## src/rtl/sb_cfg_mux_array.sv

```systemverilog
// Chain-configured array of NUM_MUX routing multiplexers, MUX_SIZE inputs each.
// Optional readback load of the active configuration: define SB_CFG_READBACK_EN.
module sb_cfg_mux_array #(
  parameter int NUM_MUX  = 8,
  parameter int MUX_SIZE = 10,
  localparam int SEL_W    = $clog2(MUX_SIZE),
  localparam int CFG_BITS = NUM_MUX * SEL_W
) (
  input  logic                        prog_clk,
  input  logic                        pReset,
  input  logic                        ccff_head,
  input  logic                        ccff_en,
  input  logic                        cfg_commit,
  input  logic                        cfg_rdbk,
  input  logic [NUM_MUX*MUX_SIZE-1:0] mux_in,
  output logic [NUM_MUX-1:0]          mux_out,
  output logic                        ccff_tail,
  output logic                        cfg_valid,
  output logic                        cfg_err
);

  localparam int CNT_W = $clog2(CFG_BITS + 2);
  localparam logic [CNT_W-1:0] CNT_FULL = CNT_W'(CFG_BITS);
  localparam logic [CNT_W-1:0] CNT_SAT  = CNT_W'(CFG_BITS + 1);

  logic [CFG_BITS-1:0] sr;
  logic [CFG_BITS-1:0] act;
  logic [CFG_BITS-1:0] sr_shifted;
  logic [CNT_W-1:0]    cnt;
  logic                len_ok;

  // Control pulses are sampled on each rising prog_clk edge; no handshake.
  // Priority per edge: cfg_commit, then cfg_rdbk, then ccff_en.
  assign sr_shifted = (sr << 1) | CFG_BITS'(ccff_head);
  assign len_ok     = (cnt == CNT_FULL);
  assign ccff_tail  = sr[CFG_BITS-1];

`ifndef SB_CFG_READBACK_EN
  logic unused_rdbk;
  assign unused_rdbk = cfg_rdbk;
`endif

  always_ff @(posedge prog_clk or negedge pReset) begin
    if (!pReset) begin
      sr        <= '0;
      act       <= '0;
      cnt       <= '0;
      cfg_valid <= 1'b0;
      cfg_err   <= 1'b0;
    end else if (cfg_commit) begin
      // A commit only takes effect after exactly CFG_BITS shifts.
      if (len_ok) begin
        act       <= sr;
        cfg_valid <= 1'b1;
        cfg_err   <= 1'b0;
      end else begin
        cfg_err   <= 1'b1;
      end
      cnt <= '0;
`ifdef SB_CFG_READBACK_EN
    end else if (cfg_rdbk) begin
      sr  <= act;
      cnt <= '0;
`endif
    end else if (ccff_en) begin
      sr <= sr_shifted;
      if (cnt != CNT_SAT) begin
        cnt <= cnt + 1'b1;
      end
    end
  end

  logic [SEL_W-1:0]    sel;
  logic [MUX_SIZE-1:0] grp;

  // Unused select codes (>= MUX_SIZE) and an unconfigured array both drive 0.
  always_comb begin
    mux_out = '0;
    sel     = '0;
    grp     = '0;
    for (int k = 0; k < NUM_MUX; k++) begin
      sel = act[k*SEL_W +: SEL_W];
      grp = mux_in[k*MUX_SIZE +: MUX_SIZE];
      if (cfg_valid && (int'(sel) < MUX_SIZE)) begin
        mux_out[k] = grp[sel];
      end
    end
  end

endmodule
```

## config.mk

```make
export PLATFORM = sky130hd
export DESIGN_NAME = sb_cfg_mux_array
export DESIGN_NICKNAME = d
export VERILOG_FILES = /design/src/rtl/sb_cfg_mux_array.sv
export SDC_FILE = /design/constraint.sdc
export NUM_CORES = 1
export LEC_CHECK = 0
export CAP_MARGIN = 10
export CELL_PAD_IN_SITES_DETAIL_PLACEMENT = 1
export CELL_PAD_IN_SITES_GLOBAL_PLACEMENT = 1
export CORE_MARGIN = 1
export CORE_UTILIZATION = 39
export CTS_CLUSTER_DIAMETER = 150
export DETAILED_ROUTE_END_ITERATION = 16
export GPL_ROUTABILITY_DRIVEN = 0
export PLACE_DENSITY = 0.84
export SYNTH_ARGS = -nofsm -noshare
export SYNTH_HDL_FRONTEND = slang
export SYNTH_SLANG_ARGS = --single-unit
```

## constraint.sdc

```tcl
create_clock -name prog_clk -period 1.9 [get_ports prog_clk]
set_input_delay 0.285 -clock prog_clk [delete_from_list [all_inputs] [get_ports prog_clk]]
set_output_delay 0.285 -clock prog_clk [all_outputs]
set_load 0.05 [all_outputs]
```

======== Yosys cells after proc, flatten, opt, wreduce, memory -nomap -nowiden ========
Cells that the tools add are included.
Widths: inputs -> output; s select.
word-level totals
  output and inout port bits .............. 11
  input bits .............................. 86
  flip-flop bits (word level) ............. 72
  word-level logic and storage cells ...... 67
cells by class
  bitwise logic cells ..................... 2
  reductions and logical operators ........ 13
  order comparisons ....................... 16
  add/sub/neg operators ................... 1
  mux-type cells .......................... 28
  eq/ne operators ......................... 2
operators with widths
  kind                 number
  $lt 4x5->1 const B   8
  $bmux 1 s4           8
  $lt 4x4->1 const B   8
  $or 32x1->32         1
  $mux 6               3
  $mux 1               17
  $logic_and 1x1->1    8
  $add 6x1->6 const B  1
  $eq 6x6->1 const B   1
  $ne 6x6->1 const B   1
  $reduce_and 2->1     3
  $reduce_bool 2->1    2
  $not 1->1            1

======== Logic depth before layout (Yosys ltp) ========
Gate-level depths: netlist of run 1.
  depth after elaboration ................. 4
  gate-level depth with buffers ........... 7
  gate-level depth less buffers ........... 5

======== Least setup slack after synthesis of run 1 ========
Ideal clock, no wire load.
  path kind ............................... reg-to-output
  start ................................... register cfg_valid
  end ..................................... output port mux_out[5]
  data required time ...................... 1.615 ns
  buffers on the path ..................... 1
  data arrival time ....................... 2.198 ns
  slack ................................... -0.583 ns
  stages on the path, launching flop included .. 4
  cells stage by stage .................... dfrtp_1 clkbuf_1 inv_1 o32ai_1
on the way
  cells in the longest elaborated chain, start to end .. 2
ends and longest elaborated chain
  item                      RTL line  RTL
  start: declaration        18        output logic cfg_valid,
  start signal: assignment  48        cfg_valid <= 1'b0;
  start signal: assignment  54        cfg_valid <= 1'b1;
  $logic_and 1x1->1         84        if (cfg_valid && (int'(sel) < MUX_SIZE)) begin
  $mux 1                    84
  end: declaration          16        output logic [NUM_MUX-1:0] mux_out,
No other way between the ends.

======== Worst setup path in the final report of run 1 ========
  start ................................... register act[24]
  end ..................................... output port mux_out[6]
on the way
  cells in the longest elaborated chain, start to end .. 3
  elaborated cells between the ends (all ways) .. 5
  those cells by class .................... 1 x order compare; 3 x mux; 1 x reduce/logical
ends and longest elaborated chain
  item                                                               RTL line  RTL
  start: declaration                                                 27        logic [CFG_BITS-1:0] act;
  start signal: assignment                                           53        act <= sr;
  $bmux 1 s4 or $lt 4x4->1 (tied branches)                           85, 84
  $mux 1 (not written as such) or $logic_and 1x1->1 (tied branches)  85, 84
  $mux 1 *                                                           84
Mark *: on every way between the ends. The rest lies on a longest branch, timed or not. The select of a mux whose other input is x is not followed.

==> results.txt, run 1 <==
Counting buffers and inverters, the worst setup path is 4 cells deep. The clock reaches the later pin of the worst-skew pair after 0.35 ns. The share of post-route cells with drive strength above 1 is 37.54%, and the overall die height is 97.44 µm. The combinational cell fraction of total power is 12.4%.

The depth of the most critical reg-to-reg path is 4, and the total wirelength of the detailed-routed design is 8.046 mm. For the placement-stage worst setup slack, the log shows -0.2332 ns. The first global-routing pass estimated 13.79 mm of wire. For met1 alone, demand over resource in global routing was 22.96%. The run finished, with violations left. Of the total power, the clock network draws 39.8%. From left edge to right edge, the die measures 97.44 µm. At the worst endpoint, the required time is 1.62 ns. The worst hold path belongs to the class input pin to async pin. The kind of capture point of the worst setup path was an output port.

The logs give 328 for the number of nets in the synthesized netlist and 857 for the total of fill cells in the finished design. The fraction of the yosys area taken by sequential cells is 50.72%, and the post-route clock period utilization is 108.9%. The kind of start point of the critical path is a flip-flop. The tools report the worst setup path endpoint as mux_out[6]. After clock tree synthesis, the clock-pin slew on the worst setup and hold paths is 0.08 ns. The number of warnings reported in the yosys synthesis log was 0.

The start of the worst register-to-register path is cnt[3]. The detailed router placed 2,420 vias in this run. In this design, the stage delay of the slowest critical-path cell is 0.51 ns. The switching power total came out at 0.8495 mW. The tools report the endpoint of the most critical register-to-register path as act[25].

TritonCTS built the clock tree. Final core utilization: 58.21%. In this run, placement finished with an instance count of 446. Counting flops and latches in the post-synthesis netlist gives 72. The tools report the cell at the root of the clock tree as sky130_fd_sc_hd__clkbuf_8. The pre-antenna-repair detailed-routing pass consisted of 4 iterations. For this configuration, the core starts out at a cell density of 40.53%.

For the met3 layer usage reported by global route, the log shows 4.388%. The post-synthesis cell type count came out at 34. Counting flops with a built-in enable in the synthesized netlist gives 0.

The arrival time at the worst endpoint is 1.78 ns, and the overall die area is 9494 µm². Register share of total power: 47.8%. Headroom to the max-slew limit came out at 64.12%.

After detailed routing, the number of remaining DRC violations is 0. Setup repair after global routing could not meet its margin everywhere. The tools report the number of instances in the synthesized netlist as 239. A synthesized cell averages 14.86 µm². met2 is the most crowded layer. For this design, the sink count on the clock tree is 72. The setup TNS was -1.069 ns. The H-tree generated during clock tree synthesis spans 3 levels.

Placeable core region: 8763 µm². Broken down by cell family, the worst path's largest delay share belongs to multiplexers. VDD sags by at most 0.4025 mV.

The worst setup slack for register-to-register paths is 0.21 ns. Of all nets on the critical path, the largest fanout is 2. The final net count was 441; the leakage power was 2.198 nW. In this run the remaining antenna-violating nets after routing total 0. The tools report the final HPWL from detailed placement as 5.813 mm.

For the maximum number of pins on one net before global-route repair, the log shows 39. The global-route met2 utilization came out at 31.36%. For the antenna diode count, the log shows 0. The final reports fail on setup timing.

The run gives 3.810 mW as the final total power. The initial antenna violation count came out at 0. The primary flip-flop cell chosen by synthesis mapping was sky130_fd_sc_hd__dfrtp_1. Global routing consumed, over all layers together, 18.46% of the routing resources. For the number of global-route vias before repair, the log shows 2,743. Tracing the worst setup path back leads to its startpoint at act[24]. The run gives 465 as the number of cells in the finished layout apart from fillers.

At the pin with the least slew margin, the transition time is 0.5365 ns. The floorplan row count was 34. The tools report the count of final max-slew check failures as 0. The signal on the critical path passes through mux4_2 > o311ai_1 > a21oi_2 > buf_4. On the final layout, the worst clock skew is 0.01043 ns.

The final critical-path setup slack is -0.1698 ns, and the number of max-cap violations is 0. The critical path in this run is classified as flip-flop to output port. The cell area power density is 746.9 nW/µm². Net switching is 22.30% of the power. Setup violations remaining at the end of the flow were counted as 8. After detailed routing, the number of vias per cell comes to 5.204. The post-synthesis instance area was 3552 µm². On the critical path, the stage with the largest delay is an instance of sky130_fd_sc_hd__mux4_2.

The fraction of registers with async set/reset works out to 100.0%. 97 I/O pins were placed. The internal portion of the total power is 2.960 mW. Static timing analysis puts the maximum clock frequency at 483.1 MHz. Relative to the synthesized area, the layout overhead comes to 43.61%. For the finished layout, the period the worst path requires is 2.070 ns. Number of buffer cells added on primary ports: 95.

In the final routed layout, each cell accounts on average for 17.30 µm. In this run, CTS created clock tree buffers numbering 9. After the first detailed-routing iteration, the DRC count stood at 57.

The hold violation count in the final report is 0. The buffering stage count on the worst path with inverters included is 1, and the remaining global-route overflow is 0. The tools report the maximum buffer depth of the clock tree as 2.
-- stage by stage --
stage                     cell area [µm²]  hold slack [ns]
after floorplan                      3586         -0.01059
after global placement               4745           0.2786
after detailed placement             4745           0.2853
after CTS                            5066           0.4427
after global routing                 5101           0.5066
final                                5101           0.4397
-- state kept, by name, summed over array words and instances, names as in the netlist --
name,count
cfg_valid,1
cnt,6
act,32
sr,32
cfg_err,1
-- cell families (layout without fill, tap and decap cells) --
group,count (synthesis),count (layout),synth area share [%]
compound gates,28,28,5.319
xor+xnor,3,3,0.7398
fa+ha+maj,3,3,1.057
buf+inv,21,139,3.839
flops,72,72,50.72
mux,89,89,34.70
simple gates,23,23,3.628
-- metal layers --
| metal | wire [µm] | up-vias |
|---|---|---|
| met2 | 4077 | 71 |
| li1 | - | 1119 |
| met1 | 3347 | 1217 |
| met3 | 471 | 13 |
| met5 | 0 | - |
| met4 | 149 | 0 |
-- cell usage after synthesis (2+ instances only) --
master | n | share of area, %
sky130_fd_sc_hd__xor2_1 | 2 | 0.49
sky130_fd_sc_hd__nand4_1 | 2 | 0.35
sky130_fd_sc_hd__mux2_2 | 36 | 11
sky130_fd_sc_hd__a21oi_1 | 9 | 1.3
sky130_fd_sc_hd__buf_2 | 5 | 0.70
sky130_fd_sc_hd__o31ai_1 | 6 | 1.3
sky130_fd_sc_hd__nand3_1 | 2 | 0.28
sky130_fd_sc_hd__dfrtp_1 | 72 | 51
sky130_fd_sc_hd__mux2_4 | 20 | 8.5
sky130_fd_sc_hd__nand2_1 | 4 | 0.42
sky130_fd_sc_hd__o21ai_0 | 3 | 0.42
sky130_fd_sc_hd__mux2_1 | 7 | 2.2
sky130_fd_sc_hd__clkbuf_1 | 2 | 0.21
sky130_fd_sc_hd__mux4_2 | 15 | 9.5
sky130_fd_sc_hd__nor2_1 | 7 | 0.74
sky130_fd_sc_hd__inv_1 | 10 | 1.1
sky130_fd_sc_hd__nand3b_1 | 2 | 0.42
sky130_fd_sc_hd__buf_12 | 2 | 1.1
sky130_fd_sc_hd__mux2i_1 | 11 | 3.1
sky130_fd_sc_hd__ha_1 | 3 | 1.1
sky130_fd_sc_hd__o311ai_0 | 6 | 1.5
-- layout make-up --
cell class	count	area [µm²]	area share, %
Sequential cell	72	1804	35.37
Multi-Input combinational cell	146	1694	33.21
Tap cell	108	135.1	2.649
Timing Repair Buffer	113	1176	23.06
Clock inverter	5	102.6	2.011
Inverter	10	37.54	0.7358
Clock buffer	11	151.4	2.968
-- cells in the final DEF, fill, tap and decap left out, types with 4 or more instances in the layout --
cell,netlist,layout
sky130_fd_sc_hd__clkdlybuf4s50_1,0,85
sky130_fd_sc_hd__dfrtp_1,72,70
sky130_fd_sc_hd__mux2_2,36,36
sky130_fd_sc_hd__mux2_4,20,20
sky130_fd_sc_hd__mux4_2,15,15
sky130_fd_sc_hd__mux2i_1,11,11
sky130_fd_sc_hd__clkbuf_8,0,11
sky130_fd_sc_hd__buf_4,0,11
sky130_fd_sc_hd__inv_1,10,10
sky130_fd_sc_hd__buf_6,1,10
sky130_fd_sc_hd__a21oi_2,0,7
sky130_fd_sc_hd__nor2_1,7,7
sky130_fd_sc_hd__mux2_1,7,7
sky130_fd_sc_hd__buf_12,2,6
sky130_fd_sc_hd__nand2_1,4,4
-- worst reg2reg max path, delay by kind of cell (launching register included) --
family | cells | cell delay [ns]
buffers and inverters | 1 | 0.19
DFF | 1 | 0.42
muxes | 1 | 0.36
and+or+nand+nor | 2 | 0.61
-- power groups by stage --
stage | sequential [mW] | clock, mW | combinational (mW)
6_report | 1.82 | 1.52 | 0.472
3_3_place_gp | 1.83 | 0 | 0.442
4_1_cts | 1.82 | 1.55 | 0.482
5_1_grt | 1.85 | 1.61 | 0.512
3_5_place_dp | 1.85 | 0 | 0.469
2_1_floorplan | 1.80 | 0 | 0.217
-- what timing repair did --
item / CTS / global route
hold buffers: 1 / 0
buffers inserted: 2 / 0
pin swaps: 2 / 2
endpoints found under the setup margin: 8 / 8
gates resized for setup: 16 / 9
endpoints found under the hold margin: 37 / 0
-- worst min path at each step --
| stage | cells after the start | to | slack [ns] | start |
|---|---|---|---|---|
| floorplan | 0 | act[0] | -0.01 | pReset |
| global placement | 1 | cnt[1] | 0.28 | pReset |
| detailed placement | 1 | cnt[1] | 0.29 | pReset |
| CTS | 2 | cnt[1] | 0.44 | pReset |
| global route | 2 | cnt[0] | 0.51 | pReset |
| finish | 2 | cnt[0] | 0.44 | pReset |
Power figures use the tool's default switching activity.
==> run 2: changes to the inputs <==
Settings changed: SLEW_MARGIN from default to 10.
==> results of run 2 <==
No change in the layout: final DEF, timing and power equal those of run 1.
==> run 3: changes to the inputs <==
Settings changed: CORE_MARGIN 1 to default, CORE_UTILIZATION 39 to 40, CTS_BUF_LIST from default to sky130_fd_sc_hd__clkbuf_4, PLACE_DENSITY 0.84 to 0.86.
==> results.txt, run 3 (synthesis results as in run 1) <==
The flow ran to the end, but the final reports show violations. The final reports fail on setup timing. The run gives 466 (+0.22%) as the number of cells in the finished layout apart from fillers. The count of routing violations after the opening detailed-route iteration is 60 (+5.3%). The tools report the number of global-route vias before repair as 2,676 (-2.4%).

The number of iterations in the first detailed-routing pass is 4 (unchanged). The start of the worst register-to-register path is cnt[3]. The number of DRC violations after detailed routing was 0 (unchanged); the number of endpoints failing setup at the final stage was 8 (unchanged). The tools report the remaining global-route overflow as 0 (unchanged). The largest clock skew in the final design is 0.01218 ns (+0.001752 ns), and the clock transition at the registers of the reported paths is 0.13 ns (+0.05 ns). The delay of the slowest critical-path stage was 0.43 ns (-0.08 ns). The largest registers in the layout are act x32, sr x32, cnt x6. The area added between synthesis and finish came out at 42.20%. The placeable core region is 8678 µm² (-0.97%). The wire length per cell after detailed routing works out to 17.16 µm (-0.81%). Walking the worst path, the cells encountered are buf_6 > mux2i_1 > o31ai_2 > o311ai_2 > a21oi_2 > buf_6. Depth of the most critical reg-to-reg path: 4 (unchanged).

For the maximum vdd drop, the log shows 0.3442 mV (-14%). In this run the worst hold path is classified as input pin to async pin. The tools report the residual antenna-violating net count after detailed routing as 0 (unchanged). The worst slew margin relative to its limit was 66.53% (+2.4 points); the final net count was 442 (+0.23%). In the layout the commonest cells are sky130_fd_sc_hd__clkdlybuf4s50_1, sky130_fd_sc_hd__dfrtp_1, sky130_fd_sc_hd__mux2_2. The final total power is 3.524 mW (-7.5%).

The number of cells after detailed placement is 444 (-0.45%), and the part of the total power dissipated in the clock network is 35.0% (-4.8 points). The worst hold slack across all endpoints is 0.3629 ns (-0.07686 ns). For the achievable frequency, the log shows 467.2 MHz (-3.3%). For the hold violation count in the final report, the log shows 0 (unchanged). Beginning of the critical path: act[28]. The tools report the number of I/O pins as 97 (unchanged). For the clock latency of the later-clocked register in the worst-skew pair, the log shows 0.41 ns (+0.06 ns). The horizontal die dimension came out at 96.24 µm (-1.2%). The logs give -1.729 ns (-0.6596 ns) for the setup TNS and 0 (unchanged) for the number of max-cap violations. The switching share of power was 23.83% (+1.5 points).

The tree is rooted in a sky130_fd_sc_hd__clkbuf_4. The logs give 51.8% (+4.0 points) for the register share of total power and 39 (unchanged) for the maximum number of pins on one net before global-route repair. The logs give 18.05% (-0.42 points) for the global router's overall resource usage and 1.62 ns (about the same) for the data required time of the worst path. Setup repair after global routing could not meet its margin everywhere. For the antenna diode count, the log shows 0 (unchanged).

Combinational cell fraction of total power: 13.3% (+0.9 points). The logs give 2.173 nW (-1.1%) for the leakage power and 0 (unchanged) for the count of final max-slew check failures. The number of vias in the routed layout came out at 2,445 (+1.0%). The run gives 5.680 mm (-2.3%) as the final HPWL from detailed placement. The run gives 0 (unchanged) as the initial antenna violation count. The starting utilization of the core area was 40.93% (+0.40 points); the number of buffer cells added on primary ports was 95 (unchanged).

The internal power summed over all cells came out at 2.684 mW (-9.3%). The most repeated library cell on the critical path is sky130_fd_sc_hd__buf_6. The H-tree depth came out at 3 (unchanged). Floorplan row count: 34 (unchanged). TritonCTS built the clock tree. The cell area power density was 697.7 nW/µm² (-6.6%). The tools report the kind of start point of the critical path as a flip-flop.

Leaving out fill and tap cells, the most frequent cell in the layout is sky130_fd_sc_hd__clkdlybuf4s50_1. The post-route clock period utilization was 112.7% (+3.7 points); the maximum fanout along the worst path was 3 (+1). Per-cell via count in the routed design: 5.247 (+0.82%).

The worst setup path is captured at an output port. The total wirelength of the detailed-routed design was 7.998 mm (-0.60%). The placed standard-cell area is 4730 µm² (-0.32%), and the post-route standard cell area excluding fillers is 5051 µm² (-0.98%).

The share of post-route cells with drive strength above 1 is 37.99% (+0.45 points), and the arrival time at the worst endpoint is 1.86 ns (+0.08 ns). First-pass GRT wire length: 12.50 mm (-9.4%). The overall die height was 96.24 µm (-1.2%). Among all stages on the critical path, the largest delay is contributed by sky130_fd_sc_hd__dfrtp_1. The critical path is of the flip-flop to output port type. The switching power total is 0.8399 mW (-1.1%), and the CTS buffer count is 9 (unchanged).

The maximum buffer depth of the clock tree is 2 (unchanged), and the clock period minus final worst setup slack is 2.140 ns (+0.07052 ns). The tools report the overall die area as 9261 µm² (-2.4%). Final critical-path setup slack: -0.2404 ns (-0.07052 ns). The transition at the pin with the smallest max-transition slack is 0.5040 ns (-0.03248 ns). Clock sink total: 72 (unchanged).
## run 3: area by class of cell
| cell class | instances | area, µm² |
|---|---|---|
| fill | 861 | 3627 |
| sequential | 72 | 1804 |
| multi-input combinational | 146 | 1707 |
| timing repair buffer | 114 | 1181 |
| tap | 108 | 135.1 |
| clock inverter | 7 | 118.9 |
| clock buffer | 9 | 67.56 |
| inverter | 10 | 37.54 |
## run 3: worst max-delay path, delay by kind of cell (launching register included)
kind / cells / cell delay, ns
mux: 1 / 0.12
flops: 1 / 0.43
buf+inv: 2 / 0.31
compound gates: 3 / 0.60
## run 3: worst paths after layout
kind / to / slack, ns
max in group asynchronous: act[8] / 0.95
worst min register to register: cfg_err / 0.53
worst max register to register: act[24] / 0.17
min in group prog_clk: sr[0] / 0.50
worst max-delay path: mux_out[7] / -0.24
worst min-delay path: act[3] / 0.36
## run 3: power groups by stage
| stage | logic, mW | clock network (mW) | registers (mW) |
|---|---|---|---|
| after floorplan | 0.217 | 0 | 1.80 |
| after detailed placement | 0.464 | 0 | 1.85 |
| final | 0.468 | 1.23 | 1.82 |
| after CTS | 0.475 | 1.26 | 1.83 |
| after global routing | 0.510 | 1.32 | 1.85 |
| after global placement | 0.438 | 0 | 1.83 |
## run 3: routing by layer
metal  vias to the layer above  GRT usage, %  wire [µm]
met1                      1244         21.12       3340
met4                         0         7.214         98
met5                         -             0          0
met2                        71         31.97       4140
li1                       1123             -          -
met3                         7         3.949        418
## run 3: repair_timing
item | CTS | global route
setup buffers | 1 | 4
hold buffers | 1 | 0
hold endpoints to repair | 37 | 0
resized for setup | 15 | 14
endpoints found under the setup margin | 10 | 8
pin swaps | 1 | 2
## run 3: metrics by stage
| stage | worst slack, ns | util, % |
|---|---|---|
| finish | -0.2404 | 58.20 |
| global placement | -0.1522 | 54.50 |
| CTS | -0.3216 | 57.14 |
| global route | -0.3544 | 58.20 |
| floorplan | -0.1033 | - |
| detailed placement | -0.2156 | 54.50 |
